### src/rtl/fios_res_collector.sv
// Collects a FIOS multiplier result word-serially (LS word first), subtracts the modulus
// on the fly and presents the reduced result (res - p if res >= p, else res) via valid/ready.
module fios_res_collector #(
    parameter int s = 8
) (
    input  logic              clock_i,
    input  logic              reset_n_i,
    input  logic              res_valid_i,
    input  logic [16:0]       res_i,
    input  logic [16:0]       p_i,
    output logic              busy_o,
    output logic [s*17-1:0]   result_o,
    output logic              result_valid_o,
    input  logic              result_ready_i,
    output logic              overrun_o
);

    localparam int W     = 17;
    localparam int CNT_W = (s > 2) ? $clog2(s) : 1;
    localparam logic [CNT_W-1:0] LAST_IDX = CNT_W'(s - 1);

    typedef enum logic {
        COLLECT,
        DONE
    } state_t;

    state_t             state_q, state_d;
    logic [CNT_W-1:0]   cnt_q, cnt_d;
    logic               borrow_q, borrow_d;
    logic [s*W-1:0]     raw_q, raw_d;
    logic [s*W-1:0]     diff_q, diff_d;
    logic [s*W-1:0]     result_q, result_d;
    logic               overrun_q, overrun_d;

    logic               borrow_in;
    logic [17:0]        d;

    // The borrow chain restarts at word 0, so a stale borrow from a previous result never leaks in.
    assign borrow_in = (cnt_q == '0) ? 1'b0 : borrow_q;
    assign d         = {1'b0, res_i} - {1'b0, p_i} - {17'd0, borrow_in};

    always_comb begin
        // NOTE: every signal gets a default before the case so no path leaves it unassigned (no latches).
        state_d   = state_q;
        cnt_d     = cnt_q;
        borrow_d  = borrow_q;
        raw_d     = raw_q;
        diff_d    = diff_q;
        result_d  = result_q;
        overrun_d = 1'b0;

        case (state_q)
            COLLECT: begin
                if (res_valid_i) begin
                    raw_d[cnt_q*W +: W]  = res_i;
                    diff_d[cnt_q*W +: W] = d[16:0];
                    borrow_d             = d[17];
                    if (cnt_q == LAST_IDX) begin
                        cnt_d    = '0;
                        state_d  = DONE;
                        // Final borrow set means res < p: keep the unreduced words.
                        result_d = d[17] ? raw_d : diff_d;
                    end else begin
                        cnt_d = cnt_q + 1'b1;
                    end
                end
            end
            DONE: begin
                overrun_d = res_valid_i;
                if (result_ready_i) begin
                    state_d = COLLECT;
                end
            end
            default: state_d = COLLECT;
        endcase
    end

    // NOTE: sequential state uses non-blocking assignments so all registers update from pre-edge values.
    always_ff @(posedge clock_i or negedge reset_n_i) begin
        if (!reset_n_i) begin
            state_q   <= COLLECT;
            cnt_q     <= '0;
            borrow_q  <= 1'b0;
            // NOTE: the word buffers are cleared too, so a reset discards any partial result.
            raw_q     <= '0;
            diff_q    <= '0;
            result_q  <= '0;
            overrun_q <= 1'b0;
        end else begin
            state_q   <= state_d;
            cnt_q     <= cnt_d;
            borrow_q  <= borrow_d;
            raw_q     <= raw_d;
            diff_q    <= diff_d;
            result_q  <= result_d;
            overrun_q <= overrun_d;
        end
    end

    assign busy_o         = (state_q == COLLECT) && (cnt_q != '0);
    assign result_valid_o = (state_q == DONE);
    assign result_o       = result_q;
    assign overrun_o      = overrun_q;

endmodule

### config.mk
export PLATFORM = sky130hd
export DESIGN_NAME = fios_res_collector
export DESIGN_NICKNAME = d
export VERILOG_FILES = /design/src/rtl/fios_res_collector.sv
export SDC_FILE = /design/constraint.sdc
export NUM_CORES = 1
export LEC_CHECK = 0
export CORE_MARGIN = 10
export CORE_UTILIZATION = 60
export CTS_CLUSTER_DIAMETER = 150
export DETAILED_ROUTE_END_ITERATION = 6
export HOLD_SLACK_MARGIN = 0.12
export PLACE_DENSITY = 0.88
export SLEW_MARGIN = 10
export SYNTH_ARGS = -nofsm -noshare
export SYNTH_HDL_FRONTEND = slang
export SYNTH_SLANG_ARGS = --single-unit
### constraint.sdc
create_clock -name clock_i -period 11.3 [get_ports clock_i]
set_input_delay 1.13 -clock clock_i [delete_from_list [all_inputs] [get_ports clock_i]]
set_output_delay 1.13 -clock clock_i [all_outputs]
set_load 0.02 [all_outputs]
# Yosys cells after proc, flatten, opt, wreduce, memory -nomap -nowiden
# Cells that the tools add are included.
[totals]
reg_bits = 414
word_cells = 32
[classes]
n_mul = 1
reduce_logical = 5
muxes = 10
shifts = 3
add_sub_neg = 4
n_eq_ne = 1
bitwise = 1
[ops]
columns = ["operator", "n"]
rows = [
  ["136-bit bitwise mux", 2],
  ["17-bit by 34-bit variable part select with 136-bit output", 2],
  ["136-bit 2-to-1 mux", 1],
  ["17-bit by 34-bit variable shift with 136-bit output (first input constant)", 1],
  ["8-bit negator with 34-bit output", 1],
  ["17-bit by 17-bit subtractor with 18-bit output", 1],
  ["18-bit by 1-bit subtractor with 18-bit output", 1],
  ["3-bit by 5-bit multiplier with 8-bit output (second input constant)", 1],
  ["1-bit 2-to-1 mux", 5],
  ["3-bit by 1-bit adder with 3-bit output (second input constant)", 1],
  ["3-bit equality test (second input constant)", 1],
  ["3-bit zero test", 1],
  ["3-bit 2-to-1 mux", 1],
  ["3-bit AND reduction", 1],
  ["3-bit nonzero test", 1],
  ["1-bit case mux with 2 select lines", 1],
  ["2-bit AND reduction", 1],
  ["1-bit logical AND", 1],
  ["1-bit inverter", 1],
]

# Depth between registers and ports, before layout
[depth]
ltp_word = 6
depth_mapped = 18

# Worst setup path before layout
# Ideal clock, no wire load.
[synth_timing]
path_type = "reg2reg"
from = "register cnt_q[0]"
to = "register result_q[133] (netlist: result_o[133])"
required_ns = 11.218
stages_incl_launch_ff = 19
path_slack_ns = 7.059
arrival_ns = 4.159
cell_sequence = "dfrtp_1 > clkbuf_1 > inv_1 > ha_1 > ha_1 > nand2b_1 > fa_1 > inv_1 > ha_1 > nor2_1 > fa_1 > a21boi_0 > o221ai_1 > and2_1 > a2111oi_0 > a311o_1 > buf_2 > nand3_1 > a31oi_1"
[synth_via]
elab_chain_len = 6
word_cells_on_any_way = 13
cone_classes = "add/sub (2); mul (1); eq/ne (1); shift (3); mux (4); reduce/logical (2)"
[synth_rtl]
columns = ["item", "line", "rtl"]
rows = [
  ["start: declaration", "28", "logic [CNT_W-1:0] cnt_q, cnt_d;"],
  ["start signal: assignment", "91", "cnt_q <= cnt_d;"],
  ["branches (longest 6 deep; another with 8-bit negator with 34-bit output)", "n/a", ""],
  ["end signal: assignment", "95", "result_q <= result_d;"],
  ["end: declaration", "32", "logic [s*W-1:0] result_q, result_d;"],
]
# Several ways; the timed one is not identified.
# A chain may end at the register's enable or synchronous reset.

# Worst setup path after layout
[layout_timing]
from = "input res_i[15]"
to = "register result_q[80] (netlist: result_o[80])"
[layout_via]
elab_chain_len = 5
word_cells_on_any_way = 7
cone_classes = "add/sub (2); shift (2); mux (3)"
[layout_rtl]
columns = ["item", "line", "rtl"]
rows = [
  ["start: declaration", "9", "input logic [16:0] res_i,"],
  ["17-bit by 17-bit subtractor with 18-bit output", "40", "assign d = {1'b0, res_i} - {1'b0, p_i} - {17'd0, borrow_in};"],
  ["18-bit by 1-bit subtractor with 18-bit output", "40", ""],
  ["17-bit by 34-bit variable part select with 136-bit output", "56", "diff_d[cnt_q*W +: W] = d[16:0];"],
  ["136-bit bitwise mux", "56", ""],
  ["136-bit 2-to-1 mux (*)", "62", "result_d = d[17] ? raw_d : diff_d;"],
]
# Every way passes the cells marked *; elsewhere a longest branch is shown, timed or not.

==> flow_metrics.tcl <==
set metrics [dict create \
    startpoint_type "primary input" \
    synth-edff-count 0 \
    antenna_found_initial 1 \
    whs_ns 0.476 \
    clk_latency_ns 0.55 \
    drive_gt1_share_pct 8.34 \
    clock_skew_ns 0.0215 \
    synthFlopType "dfrtp_1" \
    slew_headroom_pct 12.9 \
    ir_worst_vdd_mv 0.199 \
    finalSetupTns_ns 0 \
    max_slew.worst_pin.slew_ns 1.30 \
    rows 69 \
    die_w_microns 209 \
    synthCells 2413 \
    finalSetupViolCount 0 \
    first_iter_violations 2220 \
    max_freq_mhz 158 \
    min_period_ns 6.32 \
    yosysSeqAreaShare_pct 48.2 \
    required_ns 11.74 \
    layout_worst_path_cycle_share_pct 56.0 \
    vias 19847 \
    ys_warn_count 0 \
    path_max_fanout 39 \
    start_util_pct 60.5 \
    crit_chain "clkdlybuf4s50_1 > inv_1 > ha_1 > inv_1 > ha_1 > a211oi_4 > and2_0 > a21boi_4 > a21oi_1 > buf_4 > nor2_4 > buf_4 > a21oi_1 > a221oi_1" \
    synth.area.mux_share_pct 5.18 \
    path_buf_inv 5 \
    cts.repair.resized 0 \
    worstPathArrival_ns 6.76 \
    rsz0062_at_grt "false" \
    power_density_mw_per_mm2 282 \
    io_pins 177 \
    die_h_microns 209 \
    maxCapViolCount 0 \
    setup_ws_ns 4.98 \
    core_sq_mm 0.0355 \
    cts.htree.levels 2 \
    place_ws_ns 4.56 \
    syn-num-nets 2492 \
    synth.distinct_cells 79 \
    path_clk_slew_ns 0.06 \
    hold_viol_final 0 \
    synth-simple-area-share_pct 15.9 \
    syn_to_final_growth_pct 15.9 \
    cts_hold_buf 0 \
    synth_xor_area_share_pct 0.489 \
    synth_compound_area_share_pct 22.9 \
    cts_root_buffer "clkbuf_16" \
    grt_pass1_wl_mm 110 \
    synth_top_area_share_pct 48.2 \
    ys_ff_latch 414 \
    synth_fa_ha_area_share_pct 2.46 \
    wire_per_inst_microns 23.6 \
    numCtsBuffers 43 \
    leakage_nw 10.5 \
    hp-class "reg -> reg" \
    synth_top_family_by_area "compound AO/OA/AOI/OAI gates" \
    avgSynthCellArea_sq_um 8.90 \
    place_hpwl_mm 46.2 \
    fillCellCount 2527 \
    cpMaxStageDelayCell "and2_0" \
    grt_usage_pct 31.2 \
    diodes 0 \
    io_buffers 176 \
    yosysTopAreaCell "dfrtp_1" \
    cpPeakStageDelay_ns 0.75 \
    gp_congestion 0.956 \
    viasPerCell 6.69 \
    grt.overflow.total 0 \
    clockBufferDepth 3 \
    die_area_sq_mm 0.0438 \
    postCtsSetupBuffers 0 \
    multi_input_area_sq_mm 0.0101 \
    cts.sinks 414 \
    seqCellArea_sq_mm 0.0104 \
    crit_family "compound AO/OA/AOI/OAI gates" \
    syn_area_sq_mm 0.0215 \
    synth_area_leaders "dfrtp_1 (48%), nand2_1 (8.9%), o21ai_0 (7.8%)" \
    cts_tree "done" \
    synth-async-reset-ratio_pct 100 \
    drtAntennaViolNets 0 \
    maxSlewViolCount 0 \
    fin_nets 2552 \
    grt_start_max_net_pins 177 \
    wirelength_mm 70.2 \
    worstSetupPathType "in -> reg" \
    outcome "completed" \
    drc_errors 0 \
    grt_pass1_vias 19628 \
    dr.pass1.iters 6 \
    critPathCaptureType "flop" \
]
-- sequential cells by signal, indices dropped and copies added, names as in the netlist --
register / count
diff_q: 136
raw_q: 136
overrun_o: 1
result_valid_o: 1
cnt_q: 3
result_o: 136
borrow_q: 1
-- cells in the mapped netlist (7+ instances only) --
cell,instances
o21a_1,9
o21ai_0,335
nand2b_1,7
mux2i_1,57
o2111ai_1,17
dfrtp_1,414
nand2_1,512
nand3_1,17
a21o_1,7
o32ai_1,8
a311o_1,8
and2_1,19
ha_1,39
o22ai_1,17
nor3_1,80
a31oi_1,13
o211ai_1,18
nor2_1,134
a211oi_1,17
o221ai_1,21
a21oi_1,131
mux2_2,46
buf_1,11
o31ai_1,26
a221o_1,18
a22o_1,10
or2_2,7
a2111oi_2,9
a221oi_1,34
inv_1,60
clkbuf_1,161
buf_2,20
a22oi_1,8
-- metrics by stage --
step	cells	instance area (sq um)	utilization, %	total power [mW]
floorplan	2413	21500	-	4.21
global placement	2889	23400	65.8	5.26
detailed placement	2889	23400	65.8	5.41
CTS	2967	24900	70.2	6.97
global route	2967	24900	70.2	7.38
finish	2967	24900	70.2	7.02
-- where the power goes --
group / switching, mW / internal [mW] / leakage, nW
clock: 0.621 / 0.924 / 0.759
sequential: 0.457 / 2.07 / 5.51
combinational: 1.89 / 1.05 / 4.18
-- layout make-up --
type,instances,area share [%]
well taps,461,2.32
multi-input cells,1738,40.6
clock buffers,56,5.04
repair buffers,216,8.35
flip-flops and latches,414,41.6
clock inverters,22,1.18
inverters,60,0.904
-- layout by cell type, fill, tap and decap left out, drive strengths merged, types with 7 or more instances in the layout --
cell type        n
buf             41
o211ai          19
mux2            47
o32ai            8
a311o            8
o31ai           27
a31oi           14
a22oi            8
and2            21
or2              7
clkinv          10
nand2          513
o21ai          337
nor2           135
inv             62
a221oi          35
nor3            80
o221ai          22
clkbuf          56
a22o            10
a221o           18
a2111oi         15
mux2i           58
o21a             9
a211oi          18
o22ai           17
o2111ai         17
dfrtp          414
nand3           17
a21o             7
nand2b           7
clkdlybuf4s50  175
a21oi          131
ha              39
-- worst paths after layout --
path / startpoint / to / slack, ns / cells after the start
max in group asynchronous: reset_n_i / diff_q[20] / 8.60 / 3
hold reg to reg: diff_q[30] / diff_q[30] / 0.48 / 2
hold / removal: diff_q[30] / diff_q[30] / 0.48 / 2
min in group asynchronous: reset_n_i / result_o[79] / 0.60 / 1
setup / recovery: res_i[15] / result_o[80] / 4.98 / 14
setup reg to reg: cnt_q[0] / result_o[133] / 5.64 / 16
-- cells by family after synthesis --
| kind of cell | Yosys count |
|---|---|
| AND/OR/NAND/NOR | 818 |
| AO/OA/AOI/OAI | 762 |
| flip-flops | 414 |
| buffers and inverters | 261 |
| multiplexers | 105 |
| adder cells (fa/ha/maj) | 41 |
| XOR/XNOR | 12 |
-- routing by layer --
| layer | vias up | track usage (%) | share of wire [%] |
|---|---|---|---|
| met2 | 1237 | 50.0 | 47 |
| met1 | 9611 | 38.6 | 37 |
| met4 | 2 | 17.8 | 6.2 |
| met3 | 286 | 6.28 | 10 |
| li1 | 8711 | - | - |
| met5 | - | 0 | 0.017 |
-- worst register-to-register path, cell delays in order (launching register included) --
cell and delay (ns):
dfrtp_1 0.54, inv_1 0.20, ha_1 0.25, ha_1 0.27, nand2b_1 0.22, fa_1 0.47, inv_1 0.07, ha_1 0.17
nor2_1 0.08, fa_1 0.47, a21boi_0 0.52, o221ai_1 0.42, and2_1 0.32, a2111oi_0 0.44, a311o_1 0.72, nand3_1 0.20
a31oi_1 0.22
Power figures use the tool's default switching activity.
